[src/rtl/grf_scoreboard.sv]
// rtl/grf_scoreboard.sv - GRF in-flight write scoreboard and Tnew/Tuse stall unit (optional SB_ERR_CHECK_EN)
module grf_scoreboard #(
    parameter int MAX_INFLIGHT = 3,
    parameter int CNT_W        = 2,
    parameter int TNEW_W       = 2
) (
    input  logic              clk,
    input  logic              reset,
    input  logic              issue_valid,
    input  logic [4:0]        issue_rd,
    input  logic [TNEW_W-1:0] issue_tnew,
    input  logic [4:0]        rs_addr,
    input  logic [TNEW_W-1:0] rs_tuse,
    input  logic [4:0]        rt_addr,
    input  logic [TNEW_W-1:0] rt_tuse,
    input  logic              wb_we,
    input  logic [4:0]        wb_addr,
    output logic              stall,
    output logic              rs_busy,
    output logic              rt_busy,
    output logic [6:0]        inflight_total,
    output logic              err
);

    localparam logic [CNT_W-1:0] CNT_MAX = CNT_W'(MAX_INFLIGHT);

    // Entry 0 is kept at zero so $zero never looks busy.
    logic [CNT_W-1:0]  r_cnt  [0:31];
    logic [TNEW_W-1:0] r_tnew [0:31];
    logic [6:0]        r_total;

    logic              w_iss;
    logic              w_wb;
    logic [CNT_W-1:0]  w_rs_cnt;
    logic [CNT_W-1:0]  w_rt_cnt;
    logic [TNEW_W-1:0] w_rs_tnew;
    logic [TNEW_W-1:0] w_rt_tnew;
    logic [6:0]        w_sum;

    assign w_rs_cnt  = r_cnt[rs_addr];
    assign w_rt_cnt  = r_cnt[rt_addr];
    assign w_rs_tnew = r_tnew[rs_addr];
    assign w_rt_tnew = r_tnew[rt_addr];

    // Busy/stall decode; a write landing this cycle that retires the last
    // outstanding write is seen through the register file's bypass.
    always_comb begin
        rs_busy = (rs_addr != 5'd0) && (w_rs_cnt != '0) &&
                  !(wb_we && (wb_addr == rs_addr) && (w_rs_cnt == CNT_W'(1)));
        rt_busy = (rt_addr != 5'd0) && (w_rt_cnt != '0) &&
                  !(wb_we && (wb_addr == rt_addr) && (w_rt_cnt == CNT_W'(1)));
        stall   = (rs_busy && (w_rs_tnew > rs_tuse)) ||
                  (rt_busy && (w_rt_tnew > rt_tuse));
    end

    assign w_iss = issue_valid && !stall && (issue_rd != 5'd0);
    assign w_wb  = wb_we && (wb_addr != 5'd0);

    // Per-register counter and youngest-Tnew update.
    always_ff @(posedge clk) begin
        if (reset) begin
            for (int r = 0; r < 32; r++) begin
                r_cnt[r]  <= '0;
                r_tnew[r] <= '0;
            end
        end else begin
            r_cnt[0]  <= '0;
            r_tnew[0] <= '0;
            for (int r = 1; r < 32; r++) begin
                if (w_iss && (issue_rd == 5'(r)) && w_wb && (wb_addr == 5'(r))) begin
                    r_tnew[r] <= issue_tnew;
                end else if (w_iss && (issue_rd == 5'(r))) begin
                    if (r_cnt[r] != CNT_MAX)
                        r_cnt[r] <= r_cnt[r] + CNT_W'(1);
                    r_tnew[r] <= issue_tnew;
                end else if (w_wb && (wb_addr == 5'(r)) && (r_cnt[r] != '0)) begin
                    r_cnt[r] <= r_cnt[r] - CNT_W'(1);
                    if (r_cnt[r] == CNT_W'(1))
                        r_tnew[r] <= '0;
                    else if (r_tnew[r] != '0)
                        r_tnew[r] <= r_tnew[r] - TNEW_W'(1);
                end else if (r_tnew[r] != '0) begin
                    r_tnew[r] <= r_tnew[r] - TNEW_W'(1);
                end
            end
        end
    end

    // Sum of all counters as currently held.
    always_comb begin
        w_sum = 7'd0;
        for (int r = 1; r < 32; r++)
            w_sum = w_sum + 7'(r_cnt[r]);
    end

    // Registered total, one cycle behind the counters.
    always_ff @(posedge clk) begin
        if (reset) r_total <= 7'd0;
        else       r_total <= w_sum;
    end

    assign inflight_total = r_total;

`ifdef SB_ERR_CHECK_EN
    logic r_err;

    // Sticky protocol error: overflowing issue or underflowing writeback.
    always_ff @(posedge clk) begin
        if (reset)
            r_err <= 1'b0;
        else if ((w_iss && (r_cnt[issue_rd] == CNT_MAX)) ||
                 (w_wb && (r_cnt[wb_addr] == '0)))
            r_err <= 1'b1;
    end

    assign err = r_err;
`else
    assign err = 1'b0;
`endif

endmodule

[config.mk]
export PLATFORM = sky130hd
export DESIGN_NAME = grf_scoreboard
export DESIGN_NICKNAME = d
export VERILOG_FILES = /design/src/rtl/grf_scoreboard.sv
export SDC_FILE = /design/constraint.sdc
export NUM_CORES = 1
export LEC_CHECK = 0
export CAP_MARGIN = 15
export CORE_ASPECT_RATIO = 0.7
export CORE_MARGIN = 5
export CORE_UTILIZATION = 60
export CTS_BUF_LIST = sky130_fd_sc_hd__clkbuf_4 sky130_fd_sc_hd__clkbuf_8
export CTS_CLUSTER_DIAMETER = 30
export DETAILED_ROUTE_END_ITERATION = 6
export GPL_TIMING_DRIVEN = 0
export PLACE_DENSITY = 0.78
export SLEW_MARGIN = 5
export SYNTH_ARGS = -nofsm -noshare
export SYNTH_HDL_FRONTEND = slang
export SYNTH_SLANG_ARGS = --single-unit
export TNS_END_PERCENT = 20
[constraint.sdc]
create_clock -name clk -period 23.2 [get_ports clk]
set_input_delay 4.64 -clock clk [delete_from_list [all_inputs] [get_ports clk]]
set_output_delay 4.64 -clock clk [all_outputs]
set_load 0.01 [all_outputs]
==> impl_metrics.tcl, run 1 <==
set metrics [dict create \
    grt_remaining_overflow 0 \
    critPathRequiredTime_ns 18.56 \
    synth_edf_count 124 \
    async_flop_share_pct 0 \
    post-route-period-util_pct 71.1 \
    clock_path_buffers 2 \
    worstHoldPathCells 1 \
    power_frac_comb_pct 66.5 \
    globalplace.congestion 1.08 \
    totalWireLength_um 50700 \
    final.fill_count 1946 \
    p_leak_nw 6.11 \
    clkLatencyLatePin_ns 0.49 \
    synth_top_area_share_pct 26.1 \
    fin_worst_skew_ns 0.0168 \
    num-nets-final 1790 \
    syn_area_um2 14300 \
    io_pins 41 \
    grt_antenna_before_repair 3 \
    fp-row-count 47 \
    final.setup.tns_ns 0 \
    vias 13143 \
    grt_pass1_vias 12447 \
    viasPerCell 6.95 \
    coreArea_um2 23500 \
    synth_top_area_cell "edfxtp_1" \
    synth-seq-cells 131 \
    dp.cells 1862 \
    cp_max_fo 10 \
    fin_crit_ns 16.49 \
    synth-main-ff-cell "edfxtp_1" \
    p_switching_uw 889 \
    violations "DRC" \
    power.share.switching_pct 48.1 \
    final_cell_area_um2 15300 \
    grt_usage_pct 36.8 \
    synth.distinct_cells 71 \
    rsz0062_at_grt "false" \
    max_cap_viol_count 0 \
    dp_hpwl_um 40400 \
    drtPass1Iterations 7 \
    cts_root_buf "clkbuf_8" \
    post_cts_resized 0 \
    worstSetupEndpointType "primary output" \
    drcViolationCount 1 \
    postPlaceCellArea_um2 15000 \
    slew_viol_final 0 \
    utilization_pct 65.1 \
    stdcell_count 1892 \
    areaGrowthSynthToFinish_pct 7.28 \
    tightest_slew_ns 1.23 \
    grt_max_degree 17 \
    clk_pin_slew_ns 0.08 \
    hold_viol 0 \
    drive_gt1_share_pct 10.2 \
    yosysWarningCount 0 \
    finalSetupViolCount 0 \
    fp.dieH_um 139 \
    avgSynthCellArea_um2 9.42 \
    report.power.total_mw 1.85 \
    rr_worst_depth 17 \
    power.internal_uw 960 \
    grt_pass1_wl_um 74700 \
    crit_arrival_ns 11.85 \
    status "finished with violations" \
    post_cts_buffers 0 \
    clkPwrFrac_pct 10.5 \
    maxSlewHeadroom_pct 17.9 \
    drt-wirelength-per-cell_um 26.8 \
    initial_core_util_pct 60.6 \
    cts_tree "built" \
    drtIter0Drc 2228 \
    htree_levels 4 \
    hp-class "flop to flop" \
    ys_top_cells_by_area "edfxtp_1 (26%), ha_1 (12%), mux4_2 (8.7%)" \
    syn_nets 1742 \
    ys_seq_area_share_pct 27.1 \
    power.share.sequential_pct 23.0 \
    cts_hold_buffers 0 \
    worstSetupStartpointType "primary input" \
    ant_nets 0 \
    crit_type "primary input to primary output" \
    port_buffers 29 \
    clkSinkCount 131 \
    cts_made_buffers 17 \
    irDropWorstVdd_uv 272 \
    dieArea_um2 27000 \
    power_density_nw_per_um2 121 \
    die_x_um 194 \
    synth_cells 1515 \
    fmax_ghz 0.0606 \
]
final cells by class:
cell class / count / area, µm² / area share [%]
diodes: 1 / 2.50 / 0.0164
plain buffers: 90 / 383 / 2.50
clock buffers: 20 / 256 / 1.68
clock inverters: 9 / 91.3 / 0.597
inverters: 206 / 773 / 5.05
multi-input cells: 1088 / 9250 / 60.4
flip-flops and latches: 131 / 3860 / 25.2
well taps: 318 / 398 / 2.60
repair buffers: 29 / 290 / 1.90
logic make-up (layout without fill, tap and decap cells):
logic type	Yosys count	in the layout	synth area share, %
and+or+nand+nor	510	510	18.1
buffers and inverters	296	354	8.10
AOI/OAI and AO/OA	241	241	11.6
adders and majority gates	197	197	20.3
DFF	131	131	27.1
muxes	124	124	13.9
xor gates and xnor gates	15	15	0.921
other	1	2	0.0263
power groups by stage:
| stage | Combinational [mW] | Clock (mW) | Sequential, mW |
|---|---|---|---|
| 2_1_floorplan | 0.844 | 0 | 0.398 |
| 3_3_place_gp | 1.14 | 0 | 0.421 |
| 3_5_place_dp | 1.17 | 0 | 0.426 |
| 4_1_cts | 1.18 | 0.191 | 0.421 |
| 5_1_grt | 1.34 | 0.201 | 0.429 |
| 6_report | 1.23 | 0.194 | 0.425 |
through the flow:
step	setup WS (ns)	hold WS, ns
final	6.71	0.674
after global routing	6.68	0.703
after CTS	7.07	0.664
after detailed placement	7.05	0.653
after global placement	7.13	0.659
after floorplan	9.52	0.599
sequential cells by signal, summed over array words and instances, names as in the netlist:
register and flops:
r_tnew 62, r_cnt 62, inflight_total 7
routing by layer:
layer	part of all wire [%]	global-route usage [%]	vias to the layer above
li1	-	-	5546
met1	38	51.5	6335
met2	41	52.7	1081
met3	16	12.7	179
met4	4.4	14.9	2
met5	0.014	0	-
synthesized netlist by cell type (33+ instances only):
| library cell | count |
|---|---|
| inv_1 | 204 |
| nand2_1 | 99 |
| ha_1 | 140 |
| clkbuf_1 | 52 |
| nor3_1 | 44 |
| mux4_2 | 55 |
| nor2b_1 | 38 |
| nor2_1 | 98 |
| fa_1 | 57 |
| a21oi_1 | 54 |
| mux2_2 | 41 |
| nor3b_1 | 33 |
| nand3_1 | 97 |
| o21ai_0 | 58 |
| edfxtp_1 | 124 |
critical path, cell delays in order:
cell and delay [ns]:
clkdlybuf4s50_1 0.68, buf_2 0.38, buf_1 0.78, clkbuf_1 0.63, mux4_2 0.48, mux4_2 0.49, mux2_2 0.28, ha_1 0.29
a21oi_1 0.06, a21oi_1 0.41, and2_1 0.22, a221o_1 0.32, a211oi_4 0.08, inv_2 0.26, clkbuf_1 0.63, clkbuf_1 0.55
clkdlybuf4s50_1 0.66
cells in the final DEF, fill, tap and decap left out, types with 38 or more instances in the layout:
| cell type | n |
|---|---|
| inv_1 | 204 |
| ha_1 | 140 |
| edfxtp_1 | 124 |
| nand2_1 | 99 |
| nor2_1 | 98 |
| nand3_1 | 97 |
| o21ai_0 | 58 |
| fa_1 | 57 |
| mux4_2 | 55 |
| a21oi_1 | 54 |
| clkbuf_1 | 52 |
| nor3_1 | 44 |
| mux2_2 | 41 |
| nor2b_1 | 38 |
path summary, 6_finish.rpt:
kind            startpoint                end  slack [ns]
max reg2reg   r_cnt[16][0]  inflight_total[5]       17.28
min          r_tnew[22][0]      r_tnew[22][0]        0.67
max             rt_addr[1]              stall        6.71
min reg2reg  r_tnew[22][0]      r_tnew[22][0]        0.67
(Power assumes the default switching activity.)
==> inputs of run 2 (changes only) <==
clock period = 16 ns   (was 23.2 ns; I/O delays follow)
==> results of run 2 <==
The final DEF is identical to that of run 1. Status: finished with violations: DRC.
Main changes from that run: setup slack after placement 7.05 ns -> 2.73 ns; setup slack after layout 6.71 ns -> 2.39 ns; register-to-register setup slack 17.28 ns -> 10.08 ns; total power 1.85 mW -> 2.68 mW; worst IR drop on VDD 272 µV -> 394 µV
==> inputs of run 3 (changes only) <==
CORE_UTILIZATION = 62   (was 60)
MAX_ROUTING_LAYER = met4   (was default)
PLACE_DENSITY = 0.8   (was 0.78)
==> impl_metrics.tcl, run 3 (synthesis results as in run 1) <==
set metrics [dict create \
    final.fill_count 1893 \
    grt_pass1_vias 12299 \
    status "finished, final reports clean" \
    clkSinkCount 131 \
    worstSetupEndpointType "primary output" \
    post_cts_resized 0 \
    initial_core_util_pct 62.9 \
    power_density_nw_per_um2 175 \
    cts_root_buf "clkbuf_8" \
    post_cts_buffers 0 \
    maxSlewHeadroom_pct 17.0 \
    grt_antenna_before_repair 0 \
    crit_type "primary input to primary output" \
    cts_made_buffers 17 \
    clkLatencyLatePin_ns 0.49 \
    areaGrowthSynthToFinish_pct 7.23 \
    port_buffers 29 \
    rsz0062_at_grt "false" \
    finalSetupViolCount 0 \
    die_x_um 191 \
    grt_usage_pct 39.6 \
    layout_common_cells "inv_1 (204), ha_1 (140), edfxtp_1 (124)" \
    vias 13026 \
    dieArea_um2 26200 \
    hold_slack_ns 0.692 \
    grt_pass1_wl_um 73300 \
    clk_pin_slew_ns 0.08 \
    fp.dieH_um 137 \
    htree_levels 4 \
    irDropWorstVdd_uv 358 \
    report.power.total_mw 2.68 \
    cts_hold_buffers 0 \
    post-route-period-util_pct 85.8 \
    dp_hpwl_um 40200 \
    worstSetupStartpointType "primary input" \
    globalplace.congestion 1.13 \
    final_common_cell "inv_1" \
    max_cap_viol_count 0 \
    coreArea_um2 22700 \
    drive_gt1_share_pct 10.2 \
    drtPass1Iterations 6 \
    num-nets-final 1791 \
    io_pins 41 \
    hold_viol 0 \
    hp-class "flop to flop" \
    grt_remaining_overflow 0 \
    critPathRequiredTime_ns 12.80 \
    viasPerCell 6.90 \
    fp-row-count 46 \
    drcViolationCount 0 \
    drt-wirelength-per-cell_um 26.6 \
    fin_worst_skew_ns 0.0205 \
    fin_crit_ns 13.74 \
    drtIter0Drc 2065 \
    p_leak_nw 6.11 \
    final.setup.tns_ns 0 \
    cts_tree "built" \
    totalWireLength_um 50200 \
    tightest_slew_ns 1.24 \
    slew_viol_final 0 \
    crit_arrival_ns 10.54 \
    fmax_ghz 0.0728 \
    cp_max_fo 10 \
    grt_max_degree 17 \
    clock_path_buffers 2 \
    ant_nets 0 \
]
[run 3: changes by cell type in the layout (fill, tap and decap cells not counted), sizes merged]
| cell | previous run | this run |
|---|---|---|
| clkinv | 8 | 9 |
[run 3: cell type report]
cell class              count  area [µm²]  share of cell area [%]
multi-input cells        1088        9250                    60.4
flip-flops and latches    131        3860                    25.3
inverters                 206         773                    5.05
well taps                 312         390                    2.55
plain buffers              90         383                    2.50
repair buffers             30         295                    1.93
clock buffers              19         249                    1.63
clock inverters            10        93.8                   0.613
diodes                      1        2.50                  0.0164
[run 3: power by group]
part | total (mW) | internal (mW) | switching, mW
Sequential | 0.617 | 0.516 | 0.101
Combinational | 1.78 | 0.740 | 1.04
Clock | 0.283 | 0.136 | 0.148
[run 3: worst paths after layout]
| check | slack [ns] | endpoint | depth (start not counted) | startpoint |
|---|---|---|---|---|
| worst max register to register | 10.08 | inflight_total[5] | 19 | r_cnt[16][0] |
| worst max-delay path | 2.26 | stall | 17 | rt_addr[1] |
| worst min-delay path | 0.69 | r_cnt[10][0] | 1 | r_cnt[10][0] |
| worst min register to register | 0.69 | r_cnt[10][0] | 1 | r_cnt[10][0] |
[run 3: stage by stage]
step / std cells / instance area (µm²) / worst slack, ns / util (%)
6_report: 1887 / 15300 / 2.26 / 67.5
5_1_grt: 1886 / 15300 / 2.29 / 67.4
4_1_cts: 1885 / 15300 / 2.69 / 67.4
3_5_place_dp: 1856 / 14900 / 2.70 / 65.9
3_3_place_gp: 1856 / 14900 / 2.81 / 65.9
2_1_floorplan: 1515 / 14300 / 5.20 / -
[run 3: worst max-delay path: stages]
cell and delay, ns:
clkdlybuf4s50_1 0.69, buf_2 0.39, buf_1 0.77, clkbuf_1 0.69, mux4_2 0.48, mux4_2 0.49
mux2_2 0.27, ha_1 0.29, a21oi_1 0.06, a21oi_1 0.40, and2_1 0.22, a221o_1 0.33
a211oi_4 0.08, inv_2 0.26, clkbuf_1 0.65, clkbuf_1 0.59, clkdlybuf4s50_1 0.66
[run 3: metal layers]
layer	wire length, µm	GRT usage, %
met5	0	-
met4	2080	14.6
met3	7980	12.9
met2	21100	57.3
met1	19000	52.6
